### src/rtl/serial_subtractor_pkg.sv
// Shared constants for the serial arithmetic blocks: default operand width
// and the subtractor FSM state encoding.
package serial_subtractor_pkg;

    // Default operand width, shared with the adder blocks.
    localparam int unsigned DEFAULT_WIDTH = 3;

    // Two-state sequencer: waiting for a request, or resolving bits.
    typedef enum logic {
        ST_IDLE = 1'b0,
        ST_RUN  = 1'b1
    } state_t;

endpackage

### src/rtl/full_subtractor.sv
// Single-bit full subtractor cell, the counterpart of full_adder.
// Ports:
//   a    - minuend bit
//   b    - subtrahend bit
//   bin  - borrow in
//   d    - difference bit  (a - b - bin)
//   bout - borrow out
module full_subtractor (
    input  logic a,
    input  logic b,
    input  logic bin,
    output logic d,
    output logic bout
);

    assign d    = a ^ b ^ bin;
    assign bout = (~a & b) | (~(a ^ b) & bin);

endmodule

### src/rtl/serial_subtractor.sv
// Bit-serial unsigned subtractor: D = first_bin - second_bin (mod 2^WIDTH),
// one bit per clock through a single full_subtractor cell, LSB first.
// Ports:
//   clock      - system clock, rising edge
//   reset_n    - asynchronous active-low reset
//   start      - request pulse, sampled only while idle
//   first_bin  - minuend, captured on an accepted start
//   second_bin - subtrahend, captured on an accepted start
//   busy       - high while a subtraction is in progress
//   done       - one-cycle pulse when D/bout are newly updated
//   D          - difference, held until the next completion
//   bout       - final borrow (first_bin < second_bin), held with D
module serial_subtractor
    import serial_subtractor_pkg::*;
#(
    parameter int unsigned WIDTH = DEFAULT_WIDTH
) (
    input  logic             clock,
    input  logic             reset_n,
    input  logic             start,
    input  logic [WIDTH-1:0] first_bin,
    input  logic [WIDTH-1:0] second_bin,
    output logic             busy,
    output logic             done,
    output logic [WIDTH-1:0] D,
    output logic             bout
);

    localparam int unsigned CNT_W = (WIDTH > 1) ? $clog2(WIDTH) : 1;

    state_t           state;
    state_t           next_state;
    logic [WIDTH-1:0] shift_a;
    logic [WIDTH-1:0] shift_b;
    logic [WIDTH-1:0] res;
    logic             borrow;
    logic [CNT_W-1:0] cnt;
    logic             cell_d;
    logic             cell_bo;
    logic             load_c;
    logic             step_c;
    logic             last_c;

    // Shared arithmetic cell, time-multiplexed across all bit positions.
    full_subtractor u_cell (
        .a    (shift_a[0]),
        .b    (shift_b[0]),
        .bin  (borrow),
        .d    (cell_d),
        .bout (cell_bo)
    );

    // State register.
    always_ff @(posedge clock or negedge reset_n) begin
        if (!reset_n) begin
            state <= ST_IDLE;
        end else begin
            state <= next_state;
        end
    end

    // Next-state logic.
    always_comb begin
        next_state = state;
        case (state)
            ST_IDLE: if (start) next_state = ST_RUN;
            ST_RUN:  if (cnt == CNT_W'(WIDTH - 1)) next_state = ST_IDLE;
            default: next_state = ST_IDLE;
        endcase
    end

    // Datapath control strobes.
    always_comb begin
        load_c = 1'b0;
        step_c = 1'b0;
        last_c = 1'b0;
        case (state)
            ST_IDLE: load_c = start;
            ST_RUN: begin
                step_c = 1'b1;
                last_c = (cnt == CNT_W'(WIDTH - 1));
            end
            default: ;
        endcase
    end

    // Operand/result shifters, borrow, counter and registered outputs.
    // D and bout only change on the final bit so no partial result leaks out.
    always_ff @(posedge clock or negedge reset_n) begin
        if (!reset_n) begin
            shift_a <= '0;
            shift_b <= '0;
            res     <= '0;
            borrow  <= 1'b0;
            cnt     <= '0;
            busy    <= 1'b0;
            done    <= 1'b0;
            D       <= '0;
            bout    <= 1'b0;
        end else begin
            done <= last_c;
            if (load_c) begin
                shift_a <= first_bin;
                shift_b <= second_bin;
                res     <= '0;
                borrow  <= 1'b0;
                cnt     <= '0;
                busy    <= 1'b1;
            end else if (step_c) begin
                shift_a <= {1'b0, shift_a[WIDTH-1:1]};
                shift_b <= {1'b0, shift_b[WIDTH-1:1]};
                res     <= {cell_d, res[WIDTH-1:1]};
                borrow  <= cell_bo;
                if (last_c) begin
                    D    <= {cell_d, res[WIDTH-1:1]};
                    bout <= cell_bo;
                    busy <= 1'b0;
                end else begin
                    cnt <= cnt + CNT_W'(1);
                end
            end
        end
    end

endmodule
### config.mk
export PLATFORM = sky130hd
export DESIGN_NAME = serial_subtractor
export DESIGN_NICKNAME = d
export VERILOG_FILES = /design/src/rtl/serial_subtractor_pkg.sv /design/src/rtl/full_subtractor.sv /design/src/rtl/serial_subtractor.sv
export SDC_FILE = /design/constraint.sdc
export NUM_CORES = 1
export LEC_CHECK = 0
export BUFFER_PORTS_ARGS = -buffer_cell sky130_fd_sc_hd__buf_4
export CAP_MARGIN = 20
export CORE_MARGIN = 4
export CORE_UTILIZATION = 52
export CTS_CLUSTER_DIAMETER = 40
export CTS_CLUSTER_SIZE = 28
export DETAILED_ROUTE_END_ITERATION = 7
export GPL_TIMING_DRIVEN = 0
export PLACE_DENSITY = 0.76
export SKIP_LAST_GASP = 1
export SLEW_MARGIN = 30
export SYNTH_ARGS = -nofsm -noshare
export SYNTH_HDL_FRONTEND = slang
export SYNTH_SLANG_ARGS = --single-unit
### constraint.sdc
create_clock -name clock -period 1.67 [get_ports clock]
set_clock_uncertainty 0.05 [all_clocks]
set_input_delay 0 -clock clock [delete_from_list [all_inputs] [get_ports clock]]
set_output_delay 0 -clock clock [all_outputs]
set_load 0.03 [all_outputs]
==> implementation parameters, run 1 <==
Parameter                              Value

Clock network
  Resized Gates After CTS ... 0
  Clock sink total ... 18
  Post-CTS setup repair buffer count ... 0
  Clock-pin slew reported for the worst setup and hold paths after clock tree synthesis ... roughly 0.1 ns
  Insertion delay of the later-clocked pin in the worst-skew pair ... 0.29 ns
  Clock buffer depth ... 2
  Clock tree from TritonCTS ... built
  Total number of H-tree levels ... 1
  Clock Tree Root ... sky130_fd_sc_hd__clkbuf_4
  Total CTS buffers ... 3

GRT
  Routing usage on met3 ... 0.0460
  GRT met1 Usage ... 0.198
  Pin count of the biggest net entering global routing ... 19
  Most used routing layer ... met2
  Vias in the first global route ... 549
  Number of antenna violations at the first check in global routing ... 0
  Global-route track usage on met2 ... 0.251
  All-Layer GR Usage ... 0.160
  Grt total ovfl ... 0
  Global-route wire length before repair ... 2370 µm

Power
  Relative contribution of sequential cells to total power ... 0.387
  Clock network power share ... 0.140
  Peak VDD IR ... 0.00106 V
  Standby leakage power ... 0.522 nW
  Total net switching power ... 0.688 mW
  Switching share of total power ... 0.364
  Internal power ... between 1 and 1.5 mW
  Cell area power density ... 1860 nW/µm²
  Proportion of power drawn by combinational gates ... 0.473

Routing
  Initial detailed-routing violation count ... 14
  Total length of routed wires ... ~1400 µm
  WL/cell ... 13.4 µm
  Avg Vias per Cell ... approximately 5.3
  Pre-Repair DR Iteration Count ... 4
  Via Count ... 544
  Final routed DRC violation total ... 0
  Post-detailed-route count of antenna-violating nets ... 0

Place
  Post-detail-place hpwl ... 943 µm
  Quantity of I/O buffers inserted on ports ... 13
  Placer congestion estimate ... between 0.6 and 0.7
  Cell total after placement ... 93

Finish
  Total Nets Final ... 100
  Layout cells sized above 1 ... 0.307
  Final-layout fill cell count ... 96
  Non-filler cells, final ... 103
  Area delta synth->final ... 26.5%
  Most frequent cells in the layout ... sky130_fd_sc_hd__dfrtp_1 (18), sky130_fd_sc_hd__buf_4 (15), sky130_fd_sc_hd__inv_1 (6), sky130_fd_sc_hd__mux2i_1 (6), sky130_fd_sc_hd__dlygate4sd3_1 (6)
  Commonest non-fill, non-tap cell in the layout ... sky130_fd_sc_hd__dfrtp_1
  Number of antenna diodes ... 0

Floorplanning
  Floorplan core area ... roughly 1400 µm²
  Die area ... roughly 2200 µm²
  Starting utilization of the core area ... 0.580
  Vertical extent of the die ... 47.3 µm
  Die extent in x ... between 40 and 50 µm
  Count of boundary I/O pins ... 15
  Number of cell rows ... 13

Timing
  Final cycle utilization of the critical path ... 0.818
  Max-slew headroom at the worst pin ... 0.819
  Endpoints failing setup ... 0
  Worst Tran Pin Value ... 0.271 ns
  Hold violation total from the final report ... 0
  Max Clock Freq ... 732 MHz
  Max-slew violation count ... 0
  RSZ-0062 raised after global routing ... false
  Minimum period implied by the final worst setup slack ... 1.37 ns
  Setup Total Neg Slack ... 0 ns

Setup path
  Crit. End Element ... flip-flop
  Worst Setup Start Kind ... flip-flop
  Critical path required time ... 1.81 ns
  Worst Path Class, Setup ... flip-flop to flip-flop
  Reg-to-reg critical path startpoint ... cnt[0]
  Reg2Reg Depth ... 4
  Worst Path Max Fanout ... 6
  Destination of the worst register-to-register timing path ... D[0]
  Arr. time, crit path ... 1.50 ns
  Slack of the worst reg-to-reg path ... 0.30 ns

Yosys
  Number of nets produced by synthesis ... 76
  Area share of the largest cell type after synthesis ... 0.562
  Post-synthesis cell type count ... 22
  Dominant cell type by area after synthesis ... sky130_fd_sc_hd__dfrtp_1
  Number of warnings printed during yosys synthesis ... 0
  Synthesis-stage register bit count ... 18
  Total standard cell area after synthesis ... 802 µm²
  Share of synthesized area occupied by flip-flops and latches ... 0.562
  Post-Syn Area per Cell ... roughly 12 µm²
  Post-Syn Instances ... 65
  Cell types occupying the most area after synthesis ... sky130_fd_sc_hd__dfrtp_1 (56%), sky130_fd_sc_hd__mux2i_1 (7.5%), sky130_fd_sc_hd__mux2_4 (7.5%)

Hold path
  Worst min path class ... primary input to flip-flop
  Worst Hold End ... shift_b[1]
  Worst Hold Depth ... 3
  Worst Hold Launch ... second_bin[1]

Status
  Result of the run ... completed

Flow run
  Number of maximum-capacitance violations ... 0
==> power groups by stage <==
stage	clock (mW)	sequential (mW)	combinational (mW)
after floorplan	0	0.857	0.541
after global placement	0	0.736	0.870
after detailed placement	0	0.745	0.890
after CTS	0.278	0.735	0.904
after global routing	0.300	0.762	0.985
final	0.264	0.732	0.894
==> Yosys cell counts <==
library cell               instances
sky130_fd_sc_hd__o22ai_1           1
sky130_fd_sc_hd__nor3b_1           1
sky130_fd_sc_hd__xnor2_1           1
sky130_fd_sc_hd__a21oi_1           1
sky130_fd_sc_hd__a21o_1            1
sky130_fd_sc_hd__buf_4             2
sky130_fd_sc_hd__dfrtp_1          18
sky130_fd_sc_hd__nand2b_1          2
sky130_fd_sc_hd__buf_2             1
sky130_fd_sc_hd__a22o_1            2
sky130_fd_sc_hd__inv_1             6
sky130_fd_sc_hd__nand2_4           1
sky130_fd_sc_hd__ha_1              1
sky130_fd_sc_hd__mux2i_1           6
sky130_fd_sc_hd__mux2_4            4
sky130_fd_sc_hd__nand2b_2          1
sky130_fd_sc_hd__nand2_1           5
sky130_fd_sc_hd__fa_1              1
sky130_fd_sc_hd__nor2_1            3
sky130_fd_sc_hd__a32o_1            1
sky130_fd_sc_hd__nor2_2            1
sky130_fd_sc_hd__o21ai_0           5
==> kinds of logic (layout without fill, tap and decap cells) <==
group | count (synthesis) | count (layout) | synth area share
buf+inv | 9 | 32 | 0.0530
compound gates | 11 | 11 | 0.0889
simple gates | 14 | 14 | 0.0952
flops | 18 | 18 | 0.562
fa+ha+maj | 2 | 2 | 0.0406
xor+xnor | 1 | 1 | 0.0109
mux | 10 | 10 | 0.150
==> registers in the layout (all words and copies together), names as in the netlist <==
name     cells
shift_b      3
D            3
done         1
res          2
state        1
busy         1
bout         1
cnt          2
shift_a      3
borrow       1
==> timing repair <==
item | 4_1_cts | 5_1_grt
hold buffers | 6 | 0
endpoints found under the setup margin | 0 | 0
endpoints found under the hold margin | 23 | 0
==> metal layers <==
layer  share of wire  vias up
met1            0.44      260
met3           0.054        4
li1                -      265
met2            0.49       15
met4           0.017        0
met5               0        -
==> through the flow <==
stage          total power, mW  worst slack, ns   util  instance area, µm²  hold WS, ns
6_report                  1.89            0.304  0.734                1010       0.0288
4_1_cts                   1.92            0.301  0.734                1010       0.0153
3_3_place_gp              1.61            0.320  0.664                 918       -0.171
5_1_grt                   2.05            0.228  0.734                1010      0.00124
3_5_place_dp              1.63            0.324  0.664                 918       -0.173
2_1_floorplan             1.40            0.381      -                 802       -0.346
==> critical path, stage by stage, from the launching register on <==
cell and delay (ns):
sky130_fd_sc_hd__dfrtp_1 0.41, sky130_fd_sc_hd__inv_1 0.07, sky130_fd_sc_hd__ha_1 0.30, sky130_fd_sc_hd__nand2_4 0.12
sky130_fd_sc_hd__mux2_4 0.31
==> cell type report <==
cell class | instances | area (µm²) | share of cell area
flip-flops and latches | 18 | 450 | 0.444
plain buffers | 3 | 20.0 | 0.0197
clock buffers | 4 | 36.3 | 0.0358
well taps | 15 | 18.8 | 0.0185
repair buffers | 19 | 158 | 0.155
inverters | 6 | 22.5 | 0.0222
multi-input cells | 38 | 309 | 0.305
==> worst max path at each step <==
stage	slack, ns	cells after the start	endpoint	startpoint
floorplan	0.38	3	D[2]	shift_b[0]
global placement	0.32	4	D[0]	cnt[0]
detailed placement	0.32	4	D[0]	cnt[0]
CTS	0.30	4	D[0]	cnt[0]
global route	0.23	4	bout	cnt[0]
finish	0.30	4	D[0]	cnt[0]
Power figures use the tool's default switching activity.
==> inputs of run 2 (changes only) <==
- ABC_AREA: not set -> 1
- clock period: 1.67 -> 1.42 ns (I/O delays scaled with it)
==> implementation parameters, run 2 <==
Parameter                              Value

Status
  Result of the run ... completed

Clock network
  Total CTS buffers ... 3
  Total number of H-tree levels ... 1
  Clock Tree Root ... sky130_fd_sc_hd__clkbuf_4
  Insertion delay of the later-clocked pin in the worst-skew pair ... 0.29 ns
  Clock tree from TritonCTS ... built
  Cts hold-fix bufs ... 8
  Clock sink total ... 18
  Post-CTS setup repair buffer count ... 0
  Clock buffer depth ... 2
  Resized Gates After CTS ... 0
  Clock-pin slew reported for the worst setup and hold paths after clock tree synthesis ... 0.10 ns

Routing
  Final routed DRC violation total ... 0
  Avg Vias per Cell ... 5.02
  WL/cell ... about 11 µm
  Total length of routed wires ... 1320 µm
  Via Count ... roughly 600
  Initial detailed-routing violation count ... 11
  Pre-Repair DR Iteration Count ... 4
  Post-detailed-route count of antenna-violating nets ... 0

Finish
  Post-Layout Inst Area ... 1070 µm²
  Commonest non-fill, non-tap cell in the layout ... sky130_fd_sc_hd__nand2_1
  Final core utilization ... 0.711
  Area delta synth->final ... 28.0%
  Total Nets Final ... 117
  Layout cells sized above 1 ... 0.305
  Registers with the highest flip-flop counts ... D (3), shift_a (3), shift_b (3)
  Most frequent cells in the layout ... sky130_fd_sc_hd__nand2_1 (23), sky130_fd_sc_hd__dfrtp_1 (18), sky130_fd_sc_hd__nand3_1 (13), sky130_fd_sc_hd__buf_4 (13), sky130_fd_sc_hd__dlygate4sd3_1 (8)
  Number of antenna diodes ... 0

Setup path
  Crit. End Element ... flip-flop
  Reg-to-reg critical path startpoint ... shift_b[0]
  Arr. time, crit path ... about 1.4 ns
  Worst Path Class, Setup ... flip-flop to flip-flop
  Worst setup startpoint ... shift_b[0]
  Worst Path Max Fanout ... 2
  Critical path required time ... about 1.6 ns
  Worst Setup Start Kind ... flip-flop

GRT
  Global-route wire length before repair ... roughly 2300 µm
  All-Layer GR Usage ... 0.150
  Number of antenna violations at the first check in global routing ... 0
  Grt total ovfl ... 0
  Pin count of the biggest net entering global routing ... 19
  Vias in the first global route ... 565

Timing
  Endpoints failing setup ... 0
  RSZ-0062 raised after global routing ... false
  Max-slew violation count ... 0
  Minimum period implied by the final worst setup slack ... 1.23 ns
  Worst Tran Pin Value ... 0.231 ns
  Worst hold margin ... 0.0495 ns
  Max-slew headroom at the worst pin ... 0.846
  Final cycle utilization of the critical path ... 0.868
  Hold violation total from the final report ... 0
  Setup Total Neg Slack ... 0 ns
  Max Clock Freq ... 811 MHz

Yosys
  Number of warnings printed during yosys synthesis ... 0
  Dominant cell type by area after synthesis ... sky130_fd_sc_hd__dfrtp_1
  Post-Syn Area per Cell ... 10.5 µm²
  Post-synth EDFFs ... 0
  Most frequent cells after synthesis ... sky130_fd_sc_hd__nand2_1 (23), sky130_fd_sc_hd__dfrtp_1 (18), sky130_fd_sc_hd__nand3_1 (13)
  Most frequent cell after synthesis ... sky130_fd_sc_hd__nand2_1
  Number of nets produced by synthesis ... 91
  Asr flop ratio synth ... 1.00
  Cell types occupying the most area after synthesis ... sky130_fd_sc_hd__dfrtp_1 (54%), sky130_fd_sc_hd__nand2_1 (10%), sky130_fd_sc_hd__nand3_1 (7.8%)
  Post-synthesis cell type count ... 17
  Top FF cell, synth ... sky130_fd_sc_hd__dfrtp_1
  Share of synthesized area occupied by flip-flops and latches ... 0.538
  Total standard cell area after synthesis ... ~840 µm²
  Synthesis-stage register bit count ... 18
  Post-Syn Instances ... 80
  Area share of the largest cell type after synthesis ... 0.538

Power
  Relative contribution of sequential cells to total power ... 0.374
  Peak VDD IR ... 0.00137 V
  Internal power ... about 1.3 mW
  Total power of the final layout ... 2.22 mW
  Switching share of total power ... 0.414
  Cell area power density ... roughly 2100 nW/µm²
  Total net switching power ... around 0.9 mW
  Clock network power share ... 0.142
  Standby leakage power ... 0.541 nW
  Proportion of power drawn by combinational gates ... 0.485

Floorplanning
  Die extent in x ... 48.1 µm
  Die area ... ~2300 µm²
  Vertical extent of the die ... 48.1 µm
  Floorplan core area ... 1510 µm²
  Starting utilization of the core area ... 0.556
  Count of boundary I/O pins ... 15
  Number of cell rows ... 14

Place
  Quantity of I/O buffers inserted on ports ... 13
  Area post-placement ... 955 µm²
  Placer congestion estimate ... 0.718
  Post-detail-place hpwl ... ~900 µm

Flow run
  Number of maximum-capacitance violations ... 0

Hold path
  Worst min path class ... primary input to asynchronous set/reset pin
-- run 2: changes by cell type after synthesis, moves of 3 or more --
cell,before,now
sky130_fd_sc_hd__mux2_4,4,0
sky130_fd_sc_hd__mux2i_1,6,0
sky130_fd_sc_hd__nand2_1,5,23
sky130_fd_sc_hd__nand3_1,0,13
sky130_fd_sc_hd__nor2_1,3,0
sky130_fd_sc_hd__o21ai_0,5,0
sky130_fd_sc_hd__o21ai_2,0,5
-- run 2: worst max-delay path, stage by stage (launching register included) --
cell                      delay [ns]
sky130_fd_sc_hd__dfrtp_1        0.36
sky130_fd_sc_hd__inv_1          0.06
sky130_fd_sc_hd__fa_1           0.53
sky130_fd_sc_hd__inv_1          0.06
sky130_fd_sc_hd__o21ai_1        0.12
-- run 2: layer usage --
| metal | GRT usage | vias to the layer above | share of wire |
|---|---|---|---|
| met5 | 0 | - | 0 |
| met4 | 0.0968 | 0 | 0.030 |
| met3 | 0.0332 | 5 | 0.054 |
| met2 | 0.248 | 17 | 0.49 |
| met1 | 0.174 | 280 | 0.42 |
| li1 | - | 306 | - |
-- run 2: final cells by class --
cell class / instances / area [µm²]
sequential: 18 / 450
timing repair buffer: 21 / 178
multi-input combinational: 51 / 318
buffer: 2 / 22.5
clock buffer: 4 / 36.3
fill: 105 / 435
tap: 16 / 20.0
inverter: 9 / 46.3
-- run 2: metrics by stage --
stage / setup WS (ns) / cells
floorplan: 0.246 / 80
global placement: 0.217 / 109
detailed placement: 0.207 / 109
CTS: 0.176 / 121
global route: 0.112 / 121
finish: 0.187 / 121
-- run 2: cells by family after synthesis --
family	after synthesis	synth area share
buf+inv	11	0.0822
compound gates	7	0.0643
fa+ha+maj	2	0.0389
flops	18	0.538
simple gates	42	0.277
-- run 2: worst paths after layout --
| path | end | slack (ns) | cells past startpoint |
|---|---|---|---|
| setup / recovery | D[2] | 0.19 | 4 |
| hold / removal | done | 0.05 | 2 |
| setup reg to reg | D[2] | 0.19 | 4 |
| hold reg to reg | shift_a[2] | 0.43 | 2 |
| max in group asynchronous | shift_b[0] | 1.08 | 2 |
| min in group clock | shift_a[2] | 0.43 | 4 |
-- run 2: power groups by stage --
stage | registers (mW) | logic (mW) | clock network, mW
after detailed placement | 0.842 | 1.08 | 0
after global placement | 0.838 | 1.06 | 0
after global routing | 0.857 | 1.20 | 0.354
final | 0.831 | 1.08 | 0.315
after CTS | 0.832 | 1.10 | 0.323
after floorplan | 0.976 | 0.687 | 0
==> inputs of run 3 (changes only) <==
- CTS_CLUSTER_SIZE: 28 -> not set
- SETUP_SLACK_MARGIN: not set -> 0.4
==> implementation parameters, run 3 (same netlist as run 2, synthesis figures left out) <==
Parameter                              Value

Routing
  Post-detailed-route count of antenna-violating nets ... 0
  Total length of routed wires ... between 1500 and 2000 µm
  Via Count ... 650
  Initial detailed-routing violation count ... 14
  WL/cell ... 13.1 µm
  Final routed DRC violation total ... 0
  Pre-Repair DR Iteration Count ... 5
  Avg Vias per Cell ... 5.04

Floorplanning
  Count of boundary I/O pins ... 15
  Number of cell rows ... 14
  Floorplan core area ... 1510 µm²
  Die area ... 2320 µm²
  Die extent in x ... 48.1 µm
  Starting utilization of the core area ... 0.556
  Vertical extent of the die ... between 40 and 50 µm

Timing
  Minimum period implied by the final worst setup slack ... 1.20 ns
  Setup Total Neg Slack ... 0 ns
  Worst hold margin ... 0.0518 ns
  RSZ-0062 raised after global routing ... true
  Max Clock Freq ... 831 MHz
  Final cycle utilization of the critical path ... 0.848
  Max-slew headroom at the worst pin ... 0.848
  Worst Tran Pin Value ... 0.228 ns
  Max-slew violation count ... 0
  Endpoints failing setup ... 0
  Hold violation total from the final report ... 0

Setup path
  Worst Path Max Fanout ... 2
  CP Buf/Inv Count ... 2
  Critical path required time ... 1.60 ns
  Crit. End Element ... flip-flop
  Delay of the slowest cell on the worst path ... between 0.5 and 0.6 ns
  Top cell family by delay on the critical path ... adder cells
  Worst Setup Start Kind ... flip-flop
  Arr. time, crit path ... roughly 1.4 ns
  Cell type with the highest occurrence count on the critical path ... sky130_fd_sc_hd__inv_2
  Worst Path Class, Setup ... flip-flop to flip-flop
  Cell-by-cell trace of the critical path ... inv_2 > fa_1 > inv_2 > o21ai_1
  Slowest cell on the critical path ... sky130_fd_sc_hd__fa_1

Finish
  Number of antenna diodes ... 0
  Final core utilization ... 0.815
  Layout cells sized above 1 ... 0.496
  Total Nets Final ... approximately 130
  Most frequent cells in the layout ... sky130_fd_sc_hd__buf_4 (18), sky130_fd_sc_hd__dfrtp_1 (17), sky130_fd_sc_hd__nand2_1 (17)
  Registers with the highest flip-flop counts ... D (3), shift_a (3), shift_b (3)
  Area delta synth->final ... 46.6%
  Commonest non-fill, non-tap cell in the layout ... sky130_fd_sc_hd__buf_4
  Post-Layout Inst Area ... 1230 µm²
  Final-layout fill cell count ... 93

Clock network
  Total CTS buffers ... 3
  Clock buffer depth ... 2
  Total number of H-tree levels ... 1
  Insertion delay of the later-clocked pin in the worst-skew pair ... 0.29 ns
  Clock tree from TritonCTS ... built
  Clock-pin slew reported for the worst setup and hold paths after clock tree synthesis ... 0.10 ns
  Clock Tree Root ... sky130_fd_sc_hd__clkbuf_4
  Clock sink total ... 18

Place
  Post-detail-place hpwl ... 892 µm
  Area post-placement ... 967 µm²
  Placer congestion estimate ... between 0.7 and 0.8
  Quantity of I/O buffers inserted on ports ... 13

GRT
  Vias in the first global route ... 544
  Grt total ovfl ... 0
  All-Layer GR Usage ... 0.156
  Global-route wire length before repair ... 2370 µm
  Number of antenna violations at the first check in global routing ... 0
  Pin count of the biggest net entering global routing ... 19

Power
  Cell area power density ... 2180 nW/µm²
  Standby leakage power ... 0.599 nW
  Peak VDD IR ... 0.00153 V

Hold path
  Worst min path class ... primary input to asynchronous set/reset pin

Status
  Result of the run ... completed

Flow run
  Number of maximum-capacitance violations ... 0
==> run 3: cell count changes in the layout (fill, tap and decap cells not counted), sizes merged <==
| cell | before | now |
|---|---|---|
| buf | 15 | 20 |
| nor2 | 1 | 2 |
| clkbuf | 4 | 5 |
| clkinv | 1 | 2 |
==> run 3: metal layers <==
layer  vias to the layer above  share of wire  track usage
li1                        322              -            -
met1                       291           0.41        0.190
met2                        31           0.48        0.235
met3                         6          0.081       0.0406
met4                         0          0.022        0.118
met5                         -              0            0
==> run 3: final cells by class <==
type	instances	area, µm²	area share
flip-flops and latches	18	452	0.368
repair buffers	27	240	0.196
well taps	16	20.0	0.0163
clock buffers	4	36.3	0.0296
repair inverters	1	8.76	0.00714
plain buffers	2	31.3	0.0255
multi-input cells	52	385	0.314
inverters	9	53.8	0.0438
==> run 3: timing repair <==
| item | in CTS | in global routing |
|---|---|---|
| gates resized for setup | 5 | 15 |
| pin swaps | 1 | 9 |
| endpoints found under the setup margin | 9 | 17 |
| hold buffers | 8 | 0 |
| gates cloned | 0 | 3 |
| hold endpoints to repair | 29 | 0 |
| setup buffers | 2 | 3 |
==> run 3: metrics by stage <==
stage | std cells | total power, mW | worst slack, ns
CTS | 123 | 2.36 | 0.209
finish | 129 | 2.68 | 0.216
detailed placement | 109 | 1.96 | 0.232
floorplan | 80 | 1.69 | 0.258
global route | 129 | 2.87 | 0.168
global placement | 109 | 1.93 | 0.228
==> run 3: power breakdown <==
| part | leakage [nW] | internal (mW) | total [mW] | switching [mW] |
|---|---|---|---|---|
| registers | 0.228 | 0.731 | 0.873 | 0.142 |
| clock network | 0.0210 | 0.156 | 0.316 | 0.160 |
| logic | 0.350 | 0.657 | 1.49 | 0.833 |
| total | 0.599 | 1.54 | 2.68 | 1.13 |
==> run 3: final timing paths <==
kind                              start         end  slack (ns)  cells past startpoint
max in group asynchronous       reset_n       state        1.06                      2
hold / removal                  reset_n        D[2]        0.05                      2
setup / recovery             shift_b[0]        D[2]        0.22                      4
hold reg to reg              shift_b[2]  shift_b[2]        0.44                      2
min in group clock         first_bin[2]  shift_a[2]        0.44                      4
setup reg to reg             shift_b[0]        D[2]        0.22                      4
